`config.mk`:
```
export PLATFORM = sky130hd
export DESIGN_NAME = mainfsm
export DESIGN_NICKNAME = d
export VERILOG_FILES = /design/src/rtl/mainfsm.sv
export SDC_FILE = /design/constraint.sdc
export NUM_CORES = 1
export LEC_CHECK = 0
export CORE_AREA = 4 4 41 43
export CTS_CLUSTER_SIZE = 20
export DETAILED_ROUTE_END_ITERATION = 8
export DIE_AREA = 0 0 45 47
export GPL_ROUTABILITY_DRIVEN = 1
export PLACE_DENSITY = 0.65
export SETUP_SLACK_MARGIN = 0.5
export SLEW_MARGIN = 5
export SYNTH_ARGS = -nofsm -noshare
export SYNTH_HDL_FRONTEND = slang
export SYNTH_SLANG_ARGS = --single-unit
```
`constraint.sdc`:
```
create_clock -name clk -period 2.6 [get_ports clk]
set_input_delay 0.65 -clock clk [delete_from_list [all_inputs] [get_ports clk]]
set_output_delay 0.65 -clock clk [all_outputs]
set_load 0.02 [all_outputs]
```
`src/rtl/mainfsm.sv`:
```
// Main control FSM of the multicycle ARM controller.
// Moore machine: every datapath control is decoded from State alone.
module mainfsm (
  input  logic       clk,
  input  logic       reset,
  input  logic [1:0] Op,
  input  logic [5:0] Funct,
  output logic       IRWrite,
  output logic       AdrSrc,
  output logic [1:0] ALUSrcA,
  output logic [1:0] ALUSrcB,
  output logic [1:0] ResultSrc,
  output logic       NextPC,
  output logic       RegW,
  output logic       MemW,
  output logic       Branch,
  output logic       ALUOp,
  output logic       InstrDone,
  output logic [3:0] State
);

  typedef enum logic [3:0] {
    FETCH    = 4'd0,
    DECODE   = 4'd1,
    MEMADR   = 4'd2,
    MEMRD    = 4'd3,
    MEMWB    = 4'd4,
    MEMWR    = 4'd5,
    EXECUTER = 4'd6,
    EXECUTEI = 4'd7,
    ALUWB    = 4'd8,
    BRANCH   = 4'd9,
    UNKNOWN  = 4'd10
  } state_e;

  state_e state_q;
  state_e state_d;

  logic is_imm;
  logic is_load;

  assign is_imm  = Funct[5];
  assign is_load = Funct[0];

  always_ff @(posedge clk) begin
    if (reset) begin
      state_q <= FETCH;
    end else begin
      state_q <= state_d;
    end
  end

  always_comb begin
    state_d = FETCH;
    case (state_q)
      FETCH: begin
        state_d = DECODE;
      end
      DECODE: begin
        unique case (Op)
          2'b00: state_d = is_imm ? EXECUTEI
                                  : EXECUTER;
          2'b01: state_d = MEMADR;
          2'b10: state_d = BRANCH;
          2'b11: state_d = UNKNOWN;
          default: state_d = UNKNOWN;
        endcase
      end
      MEMADR: begin
        state_d = is_load ? MEMRD : MEMWR;
      end
      MEMRD: begin
        state_d = MEMWB;
      end
      EXECUTER: begin
        state_d = ALUWB;
      end
      EXECUTEI: begin
        state_d = ALUWB;
      end
      default: begin
        state_d = FETCH;
      end
    endcase
  end

  always_comb begin
    IRWrite   = 1'b0;
    AdrSrc    = 1'b0;
    ALUSrcA   = 2'b00;
    ALUSrcB   = 2'b00;
    ResultSrc = 2'b00;
    NextPC    = 1'b0;
    RegW      = 1'b0;
    MemW      = 1'b0;
    Branch    = 1'b0;
    ALUOp     = 1'b0;
    InstrDone = 1'b0;
    case (state_q)
      FETCH: begin
        IRWrite   = 1'b1;
        ALUSrcA   = 2'b01;
        ALUSrcB   = 2'b10;
        ResultSrc = 2'b10;
        NextPC    = 1'b1;
      end
      DECODE: begin
        // PC+8 is formed here for R15 reads
        ALUSrcA   = 2'b01;
        ALUSrcB   = 2'b10;
        ResultSrc = 2'b10;
      end
      MEMADR: begin
        ALUSrcB   = 2'b01;
      end
      MEMRD: begin
        AdrSrc    = 1'b1;
      end
      MEMWB: begin
        ResultSrc = 2'b01;
        RegW      = 1'b1;
        InstrDone = 1'b1;
      end
      MEMWR: begin
        AdrSrc    = 1'b1;
        MemW      = 1'b1;
        InstrDone = 1'b1;
      end
      EXECUTER: begin
        ALUOp     = 1'b1;
      end
      EXECUTEI: begin
        ALUSrcB   = 2'b01;
        ALUOp     = 1'b1;
      end
      ALUWB: begin
        RegW      = 1'b1;
        InstrDone = 1'b1;
      end
      BRANCH: begin
        ALUSrcA   = 2'b10;
        ALUSrcB   = 2'b01;
        ResultSrc = 2'b10;
        Branch    = 1'b1;
        InstrDone = 1'b1;
      end
      default: begin
        // UNKNOWN and unreachable codes just retire
        InstrDone = 1'b1;
      end
    endcase
  end

  assign State = state_q;

endmodule

```
======== Yosys cells after proc, flatten, opt, wreduce, memory -nomap -nowiden ========
Index checks and enable logic that the tools add are counted.
cells by class
  equal/unequal tests ..................... 12
  mux-type cells .......................... 14
  reductions and logical operators ........ 9
operators with widths
  operator                                                                number
  4-bit one-hot mux with 5 select lines                                   1
  4-bit by 3-bit equality test with 1-bit output (second input constant)  4
  4-bit one-hot mux with 4 select lines                                   1
  2-bit one-hot mux with 2 select lines                                   3
  4-bit by 2-bit equality test with 1-bit output (second input constant)  2
  4-bit equality test (second input constant)                             2
  1-bit 2-to-1 mux                                                        8
  2-bit OR reduction                                                      4
  3-bit OR reduction                                                      2
  6-bit OR reduction                                                      1
  2-bit equality test (second input constant)                             2
  4-bit by 1-bit equality test with 1-bit output (second input constant)  1
  4-bit zero test                                                         1
  3-bit 2-to-1 mux                                                        1
  2-bit by 1-bit equality test with 1-bit output (second input constant)  1
  2-bit zero test                                                         1
storage, ports and cells
  flip-flop bits (word level) ............. 4
  input port bits ......................... 10
  output and inout port bits .............. 18
  logic and storage cells ................. 36

======== Depth between registers and ports, before layout ========
Gate-level depths: netlist of run 1.
  depth in word-level cells ............... 3
  mapped depth ............................ 4
  depth with buffers taken out ............ 3

======== Worst setup path before layout of run 1 ========
No wires, ideal clock.
  kind .................................... reg2out
  start point ............................. register state_q[2] (netlist: State[2])
  end point ............................... output NextPC
  data arrival time ....................... 1.603 ns
  data required time ...................... 1.950 ns
  slack ................................... 0.347 ns
  stages on the path, launching flop included .. 4
  path buffers ............................ 2
  cells stage by stage .................... dfxtp_1 -> buf_6 -> nor4_1 -> buf_4
between the ends
  longest elaborated chain between the ends .. 2
RTL lines
  what                    line  text
  start, declared         36    state_e state_q;
  start signal, assigned  49    state_q <= state_d;
  4-bit zero test         --
  1-bit 2-to-1 mux        --
  end, declared           13    output logic NextPC,
No other way between the ends.

======== Final worst setup path of run 1 ========
  start point ............................. register state_q[2] (netlist: State[2])
  end point ............................... output State[2]
RTL lines
  what           line  text
  end, declared  19    output logic [3:0] State
No word-level cell between the ends.

==> out/qor.yml, run 1 <==
finalMaxSlewViolations: 0
clockPowerShare_pct: 25.0
gp_congestion: 0.734
setup_tns_ns: 0
fin_ws_ns: 0.558
antenna_found_initial: 0
rsz0062_at_grt: "false"
routed_via_density: 4.60
grt_usage_pct: 9.01
largest_reg_flops: 4
crit_path_start_kind: "register"
syn_nets: 54
synth_area_sq_um: 330
power_density_mw_per_mm2: 519
fillers: 144
min_path_type: "reg -> reg"
die-area_sq_mm: 0.00212
diodes: 0
grt_overflow: 0
setup_viol: 0
final_layout_size_suffix_gt1_share_pct: 27.9
min_period_over_period_pct: 78.6
synth-seq-area-share_pct: 24.2
clk_pin_slew_ns: 0.04
die-width_um: 45
status: "finished clean"
grt_pass1_wl_um: 1370
cts_setup_buffers: 0
p_sw_mw: 0.114
cp-end-kind: "primary output"
die_h_um: 47
num_io_pins: 28
drc: 0
timing.fmax_mhz: 490
seqCellArea_sq_um: 85.1
intPower_mw: 0.188
core_sq_mm: 0.00130
drtIter0Drc: 4
worstPathArrival_ns: 1.39
synthCells: 44
ir_drop_uv: 195
hold_viol_final: 0
p_total_mw: 0.302
worst_skew_pair.late_latency_ns: 0.23
rows: 13
wl_um: 846
num_vias: 382
seqPwrFrac_pct: 25.3
yosysWarnings: 0
syn_area_per_cell_sq_um: 7.51
cp_data_required_time_ns: 1.95
cts_buffers: 3
min_period_ns: 2.04
ant_nets: 0
p_sw_share_pct: 37.9
cts-root-buf: "clkbuf_4"
cts_sinks: 4
drv_cap: 0
multi_input_area_sq_um: 209
cts_buffer_depth: 2
portBuffers: 23
p_comb_share_pct: 49.7
initial_utilization_pct: 25.4
nets: 80
slew_headroom_pct: 85.0
place_worst_setup_slack_ns: 0.359
postCtsHoldBufs: 0
areaGrowthSynthToFinish_pct: 76.1
cts_tree: "done"
crit_fanout: 8
dr.pass1.iters: 4
post_drt_wl_per_cell_um: 10.2
p_leak_nw: 0.275
fin_skew_ns: 0.000402
ys_ff_latch: 4
htreeDepth: 1
crit_type: "reg -> out"
grt_max_degree: 10
post-dp-hpwl_um: 674
grt_pass1_vias: 338
tightest_slew_ns: 0.222
synth_cell_types: 24
==> critical path: stages (launching register included) <==
cell	delay [ns]
dfxtp_1	0.36
buf_4	0.19
clkdlybuf4s50_1	0.61
==> cells by family after synthesis <==
| group | count (synthesis) | share of synthesized area [%] |
|---|---|---|
| buffers and inverters | 9 | 17.4 |
| flip-flops | 4 | 24.2 |
| XOR/XNOR | 1 | 2.65 |
| AO/OA/AOI/OAI | 10 | 20.8 |
| AND/OR/NAND/NOR | 20 | 34.8 |
==> worst paths after layout <==
kind	end	slack (ns)	cells after the start	start
setup / recovery	State[2]	0.56	2	State[2]
hold / removal	State[3]	0.60	3	State[0]
setup reg to reg	State[2]	1.51	3	State[2]
hold reg to reg	State[3]	0.60	3	State[0]
==> power groups by stage <==
stage	logic (mW)	registers (mW)	clock network, mW
final	0.150	0.0763	0.0756
after floorplan	0.0949	0.0791	0
after global routing	0.162	0.0780	0.0795
after detailed placement	0.168	0.0757	0
after CTS	0.153	0.0766	0.0783
after global placement	0.167	0.0756	0
==> layout by cell type (no fill, tap or decap), types with 2 or more instances in the layout <==
cell and n:
nor2_2 2, buf_4 4, a21oi_1 2, inv_1 3, o21ai_0 2, clkbuf_4 3
dlygate4sd2_1 10, dfxtp_1 2, nor2_1 3, clkdlybuf4s50_1 8, nor3_1 5, nand2b_1 2
clkbuf_2 3
==> Yosys cell counts <==
master | number | area, sq um
nor3_1 | 5 | 25.0
buf_4 | 4 | 30.0
dfxtp_1 | 4 | 80.1
nor2_1 | 4 | 15.0
inv_1 | 3 | 11.3
nand2b_1 | 3 | 18.8
a21oi_1 | 2 | 10.0
nor4_1 | 2 | 12.5
o21ai_0 | 2 | 10.0
a211o_1 | 1 | 8.76
a211oi_1 | 1 | 7.51
a21o_1 | 1 | 7.51
a21oi_2 | 1 | 8.76
buf_2 | 1 | 5.00
buf_6 | 1 | 11.3
nand2_1 | 1 | 3.75
nand3_1 | 1 | 5.00
nor2_2 | 1 | 6.26
o21bai_1 | 1 | 7.51
o31a_1 | 1 | 8.76
or2_1 | 1 | 6.26
or2b_4 | 1 | 11.3
or3_4 | 1 | 11.3
xnor2_1 | 1 | 8.76
==> area by class of cell <==
type	instances	share of cell area (%)
sequential	4	14.6
multi-input combinational	31	35.9
tap	15	3.23
timing repair buffer	27	40.4
inverter	3	1.94
clock buffer	3	3.87
==> layer usage <==
metal | up-vias | global-route usage (%) | part of all wire (%) | wire length, um
li1 | 196 | - | - | -
met2 | 17 | 13.8 | 45 | 378
met5 | - | 0 | 0 | 0
met3 | 2 | 2.68 | 12 | 101
met4 | 0 | 7.02 | 0.47 | 4
met1 | 167 | 10.5 | 43 | 361
==> metrics by stage <==
stage | std cells | cell area [sq um] | utilization [%] | hold WS (ns)
final | 83 | 582 | 44.7 | 0.604
after global routing | 83 | 582 | 44.7 | 0.657
after CTS | 83 | 588 | 45.2 | 0.605
after detailed placement | 80 | 569 | 43.8 | 0.589
after global placement | 80 | 569 | 43.8 | 0.590
after floorplan | 44 | 337 | - | 0.565
==> timing repair <==
action | in CTS | in global routing
endpoints found under the setup margin | 16 | 7
resized for setup | 19 | 10
cloned | 0 | 0
(Power assumes the default switching activity.)
==> run 2: changes to the inputs <==
--- a/config.mk
+++ b/config.mk
@@ -10,7 +10,7 @@
 export DETAILED_ROUTE_END_ITERATION = 8
 export DIE_AREA = 0 0 45 47
 export GPL_ROUTABILITY_DRIVEN = 1
-export PLACE_DENSITY = 0.65
+export PLACE_DENSITY = 0.68
 export SETUP_SLACK_MARGIN = 0.5
 export SLEW_MARGIN = 5
 export SYNTH_ARGS = -nofsm -noshare
==> constraint.sdc (replaced) <==
create_clock -name clk -period 1.8 [get_ports clk]
set_input_delay 0.45 -clock clk [delete_from_list [all_inputs] [get_ports clk]]
set_output_delay 0.45 -clock clk [all_outputs]
set_load 0.02 [all_outputs]
==> out/qor.yml, run 2 (synthesis gave the netlist of run 1 again) <==
htreeDepth: 1
drv_cap: 0
grt_pass1_wl_um: 1840
cts-root-buf: "clkbuf_4"
ir_drop_uv: 400
p_leak_nw: 0.362
core_sq_mm: 0.00130
min_period_ns: 1.72
num_vias: 456
nets: 93
clk_pin_slew_ns: 0.04
fillers: 124
crit_type: "reg -> out"
largest_reg_flops: 4
instances_no_fill: 97
critPathBufInv: 1
hold_viol_final: 0
die-width_um: 45
tightest_slew_ns: 0.244
ant_nets: 0
crit_path_start_kind: "register"
wl_um: 1190
power_density_mw_per_mm2: 696
cts_buffers: 3
post_drt_wl_per_cell_um: 12.2
min_path_type: "reg -> reg"
num_io_pins: 28
die_h_um: 47
cts_tree: "done"
worstPathArrival_ns: 1.27
reg2reg_depth: 4
drtIter0Drc: 4
die-area_sq_mm: 0.00212
finalMaxSlewViolations: 0
cp_num_cells: 4
dr.pass1.iters: 3
min_period_over_period_pct: 95.6
final_layout_size_suffix_gt1_share_pct: 73.2
slew_headroom_pct: 83.6
crit_fanout: 4
cts_buffer_depth: 2
portBuffers: 23
p_total_mw: 0.579
hold_depth: 2
crit_path_cell_trace: "or2b_4 > nor2_4 > a211o_1 > buf_6"
grt_overflow: 0
areaGrowthSynthToFinish_pct: 152
cp_slowest_cell: "dfxtp_2"
rsz0062_at_grt: "true"
drc: 0
grt_usage_pct: 12.5
cpPeakStageDelay_ns: 0.34
antenna_found_initial: 0
dp.cells: 88
cp-end-kind: "primary output"
worst_skew_pair.late_latency_ns: 0.24
initial_utilization_pct: 25.4
cts_sinks: 4
grt_max_degree: 7
diodes: 0
grt_pass1_vias: 435
post-dp-hpwl_um: 835
cp_data_required_time_ns: 1.35
timing.fmax_mhz: 581
layout_commonest_cell: "buf_4"
gp_congestion: 0.690
setup_viol: 0
status: "finished clean"
fin_skew_ns: 0.00664
rows: 13
final_cell_mix: "buf_4, buf_6, clkdlybuf4s50_1"
routed_via_density: 4.70
path_delay_family: "simple AND/OR/NAND/NOR gates"
[run 2: power by group]
group	switching (mW)	internal (mW)
Sequential	0.0162	0.0983
Clock	0.0434	0.0836
Combinational	0.156	0.181
Total	0.216	0.363
[run 2: worst reg2reg max path, delay by kind of cell (launching register included)]
family          cells  cell delay [ns]
simple gates        1             0.41
flops               1             0.33
buf+inv             2             0.32
compound gates      1             0.11
[run 2: stage by stage]
stage / hold WS (ns) / setup TNS [ns] / area [sq um] / setup slack, ns / utilization, %
finish: 0.596 / 0 / 831 / 0.0799 / 63.8
global route: 0.631 / 0 / 831 / 0.0503 / 63.8
CTS: 0.602 / 0 / 777 / 0.0920 / 59.7
detailed placement: 0.578 / -0.471 / 693 / -0.104 / 53.3
global placement: 0.557 / -0.340 / 693 / -0.0851 / 53.3
floorplan: 0.515 / 0 / 402 / 0.166 / -
[run 2: worst paths after layout]
kind,slack (ns),startpoint,to
setup / recovery,0.08,State[2],ALUSrcB[0]
hold / removal,0.60,State[3],State[3]
setup reg to reg,0.56,State[2],State[0]
hold reg to reg,0.60,State[3],State[3]
[run 2: per-layer routing]
metal	global-route usage [%]	wire [um]
met5	0	0
met4	10.5	35
met3	2.30	98
met2	22.9	662
met1	12.0	391
[run 2: timing repair]
action                                  in CTS  in global routing
buffers inserted                             2                  3
resized for setup                          102                  8
pin swaps                                    4                  3
endpoints found under the setup margin      18                 21
hold buffers                                 0                  0
hold endpoints to repair                     0                  0
[run 2: cell type report]
class | count | area, sq um | share of cell area [%]
multi-input combinational | 31 | 295 | 35.5
clock buffer | 4 | 26.3 | 3.16
timing repair buffer | 40 | 389 | 46.8
inverter | 3 | 11.3 | 1.36
tap | 15 | 18.8 | 2.26
sequential | 4 | 90.1 | 10.8
